## config.mk

```make
export PLATFORM = sky130hd
export DESIGN_NAME = csa_accumulator
export DESIGN_NICKNAME = d
export VERILOG_FILES = /design/src/rtl/csa_accumulator.sv
export SDC_FILE = /design/constraint.sdc
export NUM_CORES = 1
export LEC_CHECK = 0
export CAP_MARGIN = 0
export CORE_AREA = 2 2 74 76
export DETAILED_ROUTE_END_ITERATION = 8
export DIE_AREA = 0 0 76 78
export PLACE_DENSITY = 0.92
export SYNTH_ARGS = -nofsm -noshare
export SYNTH_HDL_FRONTEND = slang
export SYNTH_SLANG_ARGS = --single-unit
```

## constraint.sdc

```tcl
create_clock -name clk -period 4.1 [get_ports clk]
set_clock_uncertainty 0.2 [all_clocks]
set_input_delay 0.615 -clock clk [delete_from_list [all_inputs] [get_ports clk]]
set_output_delay 0.615 -clock clk [all_outputs]
set_load 0.03 [all_outputs]
```

## src/rtl/csa_accumulator.sv

```systemverilog
// Carry-save partial-product accumulator with iterative half-adder resolve.
// Latency: last row accepted in cycle T -> out_valid in cycle T+2+k (k = nonzero-carry resolve steps).
// Backpressure: in_ready only in ACCUM; result held in DONE until out_ready.
module csa_accumulator #(
  parameter int ACC_W = 16,
  parameter int CNT_W = 8
) (
  input  logic             clk,
  input  logic             rst,
  input  logic             in_valid,
  output logic             in_ready,
  input  logic [ACC_W-1:0] in_row,
  input  logic             in_last,
  output logic             out_valid,
  input  logic             out_ready,
  output logic [ACC_W-1:0] out_sum,
  output logic             out_ovf,
  output logic [CNT_W-1:0] out_rows,
  output logic             busy
);

  typedef enum logic [1:0] {
    ACCUM   = 2'd0,
    RESOLVE = 2'd1,
    DONE    = 2'd2
  } state_t;

  state_t           state;
  logic [ACC_W-1:0] s;
  logic [ACC_W-1:0] c;
  logic             ovf;
  logic [CNT_W-1:0] rows;

  logic [ACC_W-1:0] maj_v;
  logic [ACC_W-1:0] hc_v;
  logic             accept;

  // 3:2 compressor carries for accumulate, half-adder carries for resolve
  always_comb begin
    maj_v  = (s & c) | (s & in_row) | (c & in_row);
    hc_v   = s & c;
    accept = in_valid & in_ready;
  end

  // FSM plus datapath; handshake flags are registered alongside the state
  always_ff @(posedge clk) begin
    if (rst) begin
      state     <= ACCUM;
      s         <= '0;
      c         <= '0;
      ovf       <= 1'b0;
      rows      <= '0;
      in_ready  <= 1'b1;
      out_valid <= 1'b0;
    end else begin
      case (state)
        ACCUM: begin
          if (accept) begin
            s   <= s ^ c ^ in_row;
            // carry out of the top bit is dropped; it only sets the flag
            c   <= {maj_v[ACC_W-2:0], 1'b0};
            ovf <= ovf | maj_v[ACC_W-1];
            if (rows != {CNT_W{1'b1}}) begin
              rows <= rows + CNT_W'(1);
            end
            if (in_last) begin
              state    <= RESOLVE;
              in_ready <= 1'b0;
            end
          end
        end
        RESOLVE: begin
          if (c == '0) begin
            state     <= DONE;
            out_valid <= 1'b1;
          end else begin
            s   <= s ^ c;
            c   <= {hc_v[ACC_W-2:0], 1'b0};
            ovf <= ovf | hc_v[ACC_W-1];
          end
        end
        DONE: begin
          if (out_ready) begin
            state     <= ACCUM;
            s         <= '0;
            c         <= '0;
            ovf       <= 1'b0;
            rows      <= '0;
            out_valid <= 1'b0;
            in_ready  <= 1'b1;
          end
        end
        default: begin
          state     <= ACCUM;
          s         <= '0;
          c         <= '0;
          ovf       <= 1'b0;
          rows      <= '0;
          out_valid <= 1'b0;
          in_ready  <= 1'b1;
        end
      endcase
    end
  end

  assign out_sum  = s;
  assign out_ovf  = ovf;
  assign out_rows = rows;
  assign busy     = (state != ACCUM) || (rows != '0);

endmodule
```

**Yosys cells after proc, flatten, opt, wreduce, memory -nomap -nowiden**

Cells that the tools add are included.

- Flip-flop bits (word level): 45
- Bits of input ports: 21
- Output and inout port bits: 28
- Word-level logic and storage cells: 65

- Add/sub/neg operators: 1
- Eq/ne operators: 9
- Mux-type cells: 26
- Bitwise gates (word level): 12
- Reduce and logical (&&, ||, !) cells: 10

Operator list:

| operator | number |
|---|---|
| one-hot mux 16 bit (3 select lines) | 2 |
| two-way mux 16 bit | 5 |
| AND 16 bit | 3 |
| OR 16 bit | 2 |
| XOR 16 bit | 2 |
| two-way mux 8 bit | 3 |
| one-hot mux 8 bit (3 select lines) | 1 |
| zero test 16 bit | 1 |
| inequality test 2 bit (second input constant) | 6 |
| AND reduction 4 bit | 3 |
| one-hot mux 1 bit (3 select lines) | 3 |
| adder 8 x 1 -> 8 bit (second input constant) | 1 |
| two-way mux 2 bit | 4 |
| inequality test 8 bit (second input constant) | 1 |
| nonzero test 8 bit | 1 |
| two-way mux 1 bit | 7 |
| one-hot mux 2 bit (3 select lines) | 1 |
| AND reduction 3 bit | 2 |
| == test 2 x 1 -> 1 bit (second input constant) | 1 |
| == test 2 bit (second input constant) | 1 |
| zero test 2 bit | 1 |
| inverter 1 bit | 2 |
| OR 1 bit | 2 |
| nonzero test 2 bit | 1 |
| 2 further kinds | 2 |

**Longest topological paths before layout**

Gate-level depths: netlist of the first run.

- Depth in word-level cells: 6
- Gate-level depth with buffers: 6
- Mapped depth without buffers: 5

**Least setup slack after synthesis of the first run**

No wires, ideal clock.

- Kind: reg-to-output
- Start: register rows[0] (netlist: out_rows[0])
- End: output busy
- Arrival: 1.232 ns
- Required time: 3.285 ns
- Setup slack: 2.053 ns
- Stages on the path, launching flop included: 5
- Buffers on the path: 0
- Cells stage by stage: dfxtp_1 > inv_1 > ha_1 > nor4b_1 > nand3_1

- Cells in the longest elaborated chain, start to end: 2

Ends and longest elaborated chain:

| item | line | RTL |
|---|---|---|
| start, declared | 32 | `logic [CNT_W-1:0] rows;` |
| start signal, assigned | 64 | `rows <= rows + CNT_W'(1);` |
| nonzero test 8 bit | 109 | `assign busy = (state != ACCUM) \|\| (rows != '0);` |
| logical OR 1 bit | 109 |  |
| end, declared | 19 | `output logic busy` |

Every way passes these cells.

**Final worst setup path of the first run**

- Start: register state[0]
- End: output busy

- Cells in the longest elaborated chain, start to end: 2

Ends and longest elaborated chain:

| item | line | RTL |
|---|---|---|
| start, declared | 28 | `state_t state;` |
| start signal, assigned | 48 | `state <= ACCUM;` |
| start signal, assigned | 67 | `state <= RESOLVE;` |
| start signal, assigned | 74 | `state <= DONE;` |
| nonzero test 2 bit | 109 |  |
| logical OR 1 bit | 109 |  |

Every way passes these cells.

==> results of run 1 <==
==> final timing paths <==
| path | from | end | slack [ns] | depth (start not counted) |
|---|---|---|---|---|
| min | in_ready | in_ready | 0.29 | 2 |
| min reg2reg | in_ready | in_ready | 0.29 | 2 |
| max reg2reg | c[4] | c[6] | 1.39 | 5 |
| max | state[0] | busy | 1.25 | 3 |
==> registers in the layout (all words and copies together) (netlist names) <==
signal,cells
out_sum,16
out_rows,8
c,15
out_valid,1
in_ready,1
out_ovf,1
state,2
==> synthesized netlist by cell type (all sizes together) <==
master   instances
nor4b            1
and3             2
and4             1
nor3             4
nand2b           3
o211ai           3
nand3            9
a22oi            2
and2             2
a21boi           1
nand4            3
mux2i           27
ha              18
a21oi            9
o21a             1
a2111o           1
nor4             3
inv             32
a31oi            5
fa              15
clkbuf           6
a311o            1
a211oi           1
o32ai           24
nor2            13
o21ai            4
o22ai            1
o211a            1
dfxtp           44
a21o             1
a41oi            2
o2bb2ai          6
nand2           11
mux2             1
buf             11
==> metal layers <==
metal	wire length, um	GRT usage, %	up-vias
li1	-	-	1062
met4	112	6.727	0
met3	277	4.884	12
met5	0	0	-
met2	3303	39.91	60
met1	2670	26.72	1129
==> critical path, delay by kind of cell (launching register included) <==
kind | cells | cell delay [ns]
buffers and inverters | 1 | 0.68
DFF | 1 | 0.73
and+or+nand+nor | 2 | 0.32
==> stage by stage <==
| stage | worst slack (ns) | power [mW] | utilization (%) |
|---|---|---|---|
| floorplan | 2.053 | 0.8773 | - |
| global placement | 1.184 | 1.016 | 65.96 |
| detailed placement | 1.116 | 1.042 | 65.96 |
| CTS | 1.239 | 1.428 | 68.51 |
| global route | 1.154 | 1.495 | 68.51 |
| finish | 1.251 | 1.427 | 68.51 |
==> report_power, final <==
group	switching, mW	leakage, nW	internal, mW
clock	0.153	0.0642	0.240
sequential	0.0627	0.359	0.472
combinational	0.277	0.869	0.223
total	0.493	1.29	0.934
==> cell type report <==
type | instances | area share, %
inverter | 32 | 3.477
timing repair buffer | 52 | 14.63
clock buffer | 5 | 1.992
sequential | 44 | 25.53
multi-input combinational | 176 | 50.09
clock inverter | 2 | 1.739
tap | 70 | 2.535
==> layout by cell type (no fill, tap or decap), types with 5 or more instances in the layout <==
cell type	Yosys	layout
a21oi_1	9	9
a31oi_1	5	5
clkbuf_8	0	5
clkdlybuf4s50_1	0	47
dfxtp_1	44	43
fa_1	15	15
ha_1	18	18
inv_1	32	32
mux2i_1	27	27
nand2_1	11	11
nand3_1	9	9
nor2_1	13	13
o2bb2ai_1	6	6
o32ai_2	20	20
==> kinds of logic (layout without fill, tap and decap cells) <==
group,count (synthesis),in the layout,synth area share (%)
AO/OA/AOI/OAI,63,63,22.47
adder cells (fa/ha/maj),33,33,18.58
buffers and inverters,49,91,7.696
flip-flops,44,44,31.14
multiplexers,28,28,9.951
AND/OR/NAND/NOR,52,52,10.17
==> impl_metrics.py, run 1 <==
metrics = {
    "synth": {
        "synth.largest_area_cell": "dfxtp_1",
        "ys_types": 40,
        "synthCells": 269,
        "syn_avg_cell_area_um2": 10.52,
        "synth_nets": 323,
        "synth.area.top_cells": "dfxtp_1, o32ai_2, fa_1",
        "synth_warnings": 0,
        "synth_area_um2": 2829,
        "synth_top_area_share_pct": 31.14,
        "ys_seq_elements": 44,
        "synth_seq_area_share_pct": 31.14,
    },
    "cts": {
        "cts_buffer_depth": 2,
        "cts.repair.resized": 0,
        "path_clk_slew_ns": 0.08,
        "clock_latency_ns": 0.30,
        "cts_hold_buf": 0,
        "cts_buffers": 5,
        "cts_root_buf": "clkbuf_8",
        "htree_levels": 2,
        "cts_setup_buffers": 0,
        "cts.sink_count": 44,
        "cts_tree": "done",
    },
    "detailed_routing": {
        "viasPerCell": 5.940,
        "drtIter0Drc": 135,
        "drtAntennaViolNets": 0,
        "vias": 2263,
        "drt_drc_violations_left": 0,
        "wl_per_cell_um": 16.70,
        "dr.pass1.iters": 4,
        "routed_wl_um": 6364,
    },
    "worst_setup_path": {
        "required_ns": 3.28,
        "crit_type": "reg2out",
        "critPathSlowestCell": "dfxtp_2",
        "cp_max_fo": 26,
        "cp-end-kind": "output pin",
        "path_cells": "nor2_1 -> nand3_1 -> clkdlybuf4s50_1",
        "max_stage_delay_ns": 0.73,
        "worstSetupStartpointType": "flip-flop",
        "crit_arrival_ns": 2.03,
    },
    "outcome": {
        "status": "completed",
    },
    "sta": {
        "setup_tns_ns": 0,
        "final.period_utilization_pct": 69.49,
        "hold_violations": 0,
        "period_needed_ns": 2.849,
        "grt_setup_unrepaired": "no",
        "drv_slew": 0,
        "max_freq_ghz": 0.3510,
        "setup_viol": 0,
        "hold_ws_ns": 0.2905,
        "slew_headroom_pct": 32.38,
        "tightest_slew_ns": 1.014,
    },
    "grt": {
        "globalRouteOverflowTotal": 0,
        "grt_max_degree": 35,
        "first_global_vias": 2255,
        "track_usage_pct": 22.24,
        "antenna_found_initial": 0,
        "grt_pass1_wl_um": 10700,
    },
    "flow_run": {
        "max_cap_violations": 0,
    },
    "final_layout": {
        "antenna-diode-count": 0,
        "areaGrowthSynthToFinish_pct": 22.11,
        "nets": 365,
        "multi_input_area_um2": 1730,
        "final_cells": 381,
        "seqCellArea_um2": 882.1,
        "final_area_um2": 3455,
        "drive_above_1_share_pct": 13.18,
        "n_fill_cell": 388,
    },
    "placement": {
        "placed_area_um2": 3326,
        "dpl.hpwl_um": 4561,
        "dp.cells": 374,
        "place_congestion": 0.7671,
        "numPortBuffers": 48,
    },
    "floorplan": {
        "row_count": 26,
        "dieArea_um2": 5928,
        "die_w_um": 76,
        "core_um2": 5042,
        "boundaryPins": 49,
        "initial_utilization_pct": 56.10,
        "die_y_um": 78,
    },
    "pwr": {
        "power.density_nw_per_um2": 413.2,
        "leakage_nw": 1.292,
        "vdd_drop_max_mv": 0.3089,
    },
    "min_path": {
        "hp-class": "reg2reg",
    },
}
No activity file was read; power rests on OpenSTA's default activity.
==> inputs of run 2 (changes only) <==
--- a/config.mk
+++ b/config.mk
@@ -6,10 +6,10 @@
 export NUM_CORES = 1
 export LEC_CHECK = 0
 export CAP_MARGIN = 0
-export CORE_AREA = 2 2 74 76
+export CORE_AREA = 2 2 80 82
 export DETAILED_ROUTE_END_ITERATION = 8
-export DIE_AREA = 0 0 76 78
-export PLACE_DENSITY = 0.92
+export DIE_AREA = 0 0 82 84
+export PLACE_DENSITY = 0.84
 export SYNTH_ARGS = -nofsm -noshare
 export SYNTH_HDL_FRONTEND = slang
 export SYNTH_SLANG_ARGS = --single-unit
==> constraint.sdc (replaced) <==
create_clock -name clk -period 2.28 [get_ports clk]
set_clock_uncertainty 0.2 [all_clocks]
set_input_delay 0.342 -clock clk [delete_from_list [all_inputs] [get_ports clk]]
set_output_delay 0.342 -clock clk [all_outputs]
set_load 0.03 [all_outputs]
==> run 2 against run 1 <==
- via count fell by 3.0%
- worst hold slack better by 0.0030 ns
- worst setup slack lost 1.0 ns
- core utilization decreased by 11 points
- critical path depth down 2
- first-iteration DRC count is 12% higher
- non-clock buffer count rose by 4
- total power is 67% higher
- final cell count grew 3.1%
- critical endpoint is now out_rows[4]
==> impl_metrics.py, run 2 (synthesis results as in run 1) <==
metrics = {
    "placement": {
        "numPortBuffers": 48,
        "dpl.hpwl_um": 4270,
        "place_congestion": 0.8284,
        "dp.cells": 385,
    },
    "sta": {
        "max_freq_ghz": 0.4836,
        "drv_slew": 0,
        "period_needed_ns": 2.068,
        "grt_setup_unrepaired": "no",
        "tightest_slew_ns": 0.5243,
        "hold_violations": 0,
        "slew_headroom_pct": 65.00,
        "setup_viol": 0,
        "setup_tns_ns": 0,
        "final.period_utilization_pct": 90.70,
    },
    "final_layout": {
        "largest_register_ffs": 16,
        "drive_above_1_share_pct": 14.56,
        "final_common_cell": "clkdlybuf4s50_1",
        "final_cells": 393,
        "antenna-diode-count": 0,
        "n_fill_cell": 524,
        "final_cell_mix": "clkdlybuf4s50_1, dfxtp_1, inv_1",
        "areaGrowthSynthToFinish_pct": 23.18,
        "nets": 369,
    },
    "outcome": {
        "status": "completed",
    },
    "floorplan": {
        "die_y_um": 84,
        "dieArea_um2": 6888,
        "die_w_um": 82,
        "initial_utilization_pct": 46.41,
        "row_count": 29,
        "core_um2": 6096,
        "boundaryPins": 49,
    },
    "flow_run": {
        "max_cap_violations": 0,
    },
    "worst_setup_path": {
        "max_stage_delay_ns": 0.73,
        "crit_arrival_ns": 1.53,
        "path_cells": "clkdlybuf4s50_1",
        "cp_top_family": "buffers and inverters",
        "cp_num_buf_inv": 1,
        "crit_type": "reg2out",
        "worstSetupStartpointType": "flip-flop",
        "required_ns": 1.74,
        "cp_max_fo": 9,
        "critPathSlowestCell": "clkdlybuf4s50_1",
        "cp-end-kind": "output pin",
    },
    "pwr": {
        "intPower_mw": 1.509,
        "clockPowerShare_pct": 21.6,
        "swShare_pct": 36.55,
        "combPwrFrac_pct": 38.3,
        "vdd_drop_max_mv": 0.3941,
        "p_sw_mw": 0.8693,
        "leakage_nw": 1.309,
        "power.density_nw_per_um2": 682.5,
        "power.share.sequential_pct": 40.1,
    },
    "detailed_routing": {
        "drtAntennaViolNets": 0,
        "vias": 2195,
        "drt_drc_violations_left": 0,
        "viasPerCell": 5.585,
        "dr.pass1.iters": 4,
        "wl_per_cell_um": 15.01,
        "routed_wl_um": 5900,
        "drtIter0Drc": 151,
    },
    "cts": {
        "cts.sink_count": 44,
        "cts_setup_buffers": 0,
        "cts.repair.resized": 0,
        "htree_levels": 2,
        "cts_root_buf": "clkbuf_8",
        "cts_buffer_depth": 2,
        "clock_latency_ns": 0.30,
        "cts_hold_buf": 0,
        "path_clk_slew_ns": 0.08,
        "cts_tree": "done",
        "cts_buffers": 5,
    },
    "grt": {
        "grt_pass1_wl_um": 9998,
        "first_global_vias": 2168,
        "antenna_found_initial": 0,
        "track_usage_pct": 18.31,
        "globalRouteOverflowTotal": 0,
        "grt_max_degree": 34,
    },
    "min_path": {
        "hp-class": "reg2reg",
    },
}
[run 2: final timing paths]
kind	start	end	slack, ns	depth (start not counted)
max	out_rows[4]	out_rows[4]	0.21	1
min	out_valid	out_valid	0.29	2
max reg2reg	c[10]	out_sum[15]	0.38	5
min reg2reg	out_valid	out_valid	0.29	2
[run 2: per-stage QoR]
stage	worst slack (ns)	hold slack (ns)	util, %	power, mW	instance area (um^2)
6_report	0.2121	0.2935	57.16	2.378	3485
5_1_grt	0.1245	0.3316	57.16	2.519	3485
4_1_cts	0.1993	0.2954	57.16	2.391	3485
3_5_place_dp	0.1118	0.2822	55.64	1.883	3392
3_3_place_gp	0.1479	0.2725	55.64	1.850	3392
2_1_floorplan	0.4136	0.2986	-	1.578	2829
[run 2: metal layers]
metal / up-vias / GRT usage [%] / wire length (um)
met2: 50 / 29.34 / 2838
met5: - / 0 / 0
met1: 1064 / 25.07 / 2734
met4: 0 / 4.545 / 61
li1: 1075 / - / -
met3: 6 / 3.680 / 266
[run 2: layout make-up]
class	count	area [um^2]	share of cell area [%]
Inverter	32	120.1	3.447
Clock inverter	2	10.01	0.2873
Sequential cell	44	882.1	25.31
Timing Repair Buffer	56	563.0	16.16
Multi-Input combinational cell	176	1730	49.66
Clock buffer	6	82.58	2.370
Tap cell	77	96.34	2.765
[run 2: power by group through the flow]
stage	registers [mW]	logic (mW)	clock network, mW
2_1_floorplan	1.07	0.509	0
3_3_place_gp	0.964	0.886	0
3_5_place_dp	0.970	0.912	0
4_1_cts	0.952	0.921	0.518
5_1_grt	0.969	0.998	0.552
6_report	0.953	0.912	0.514
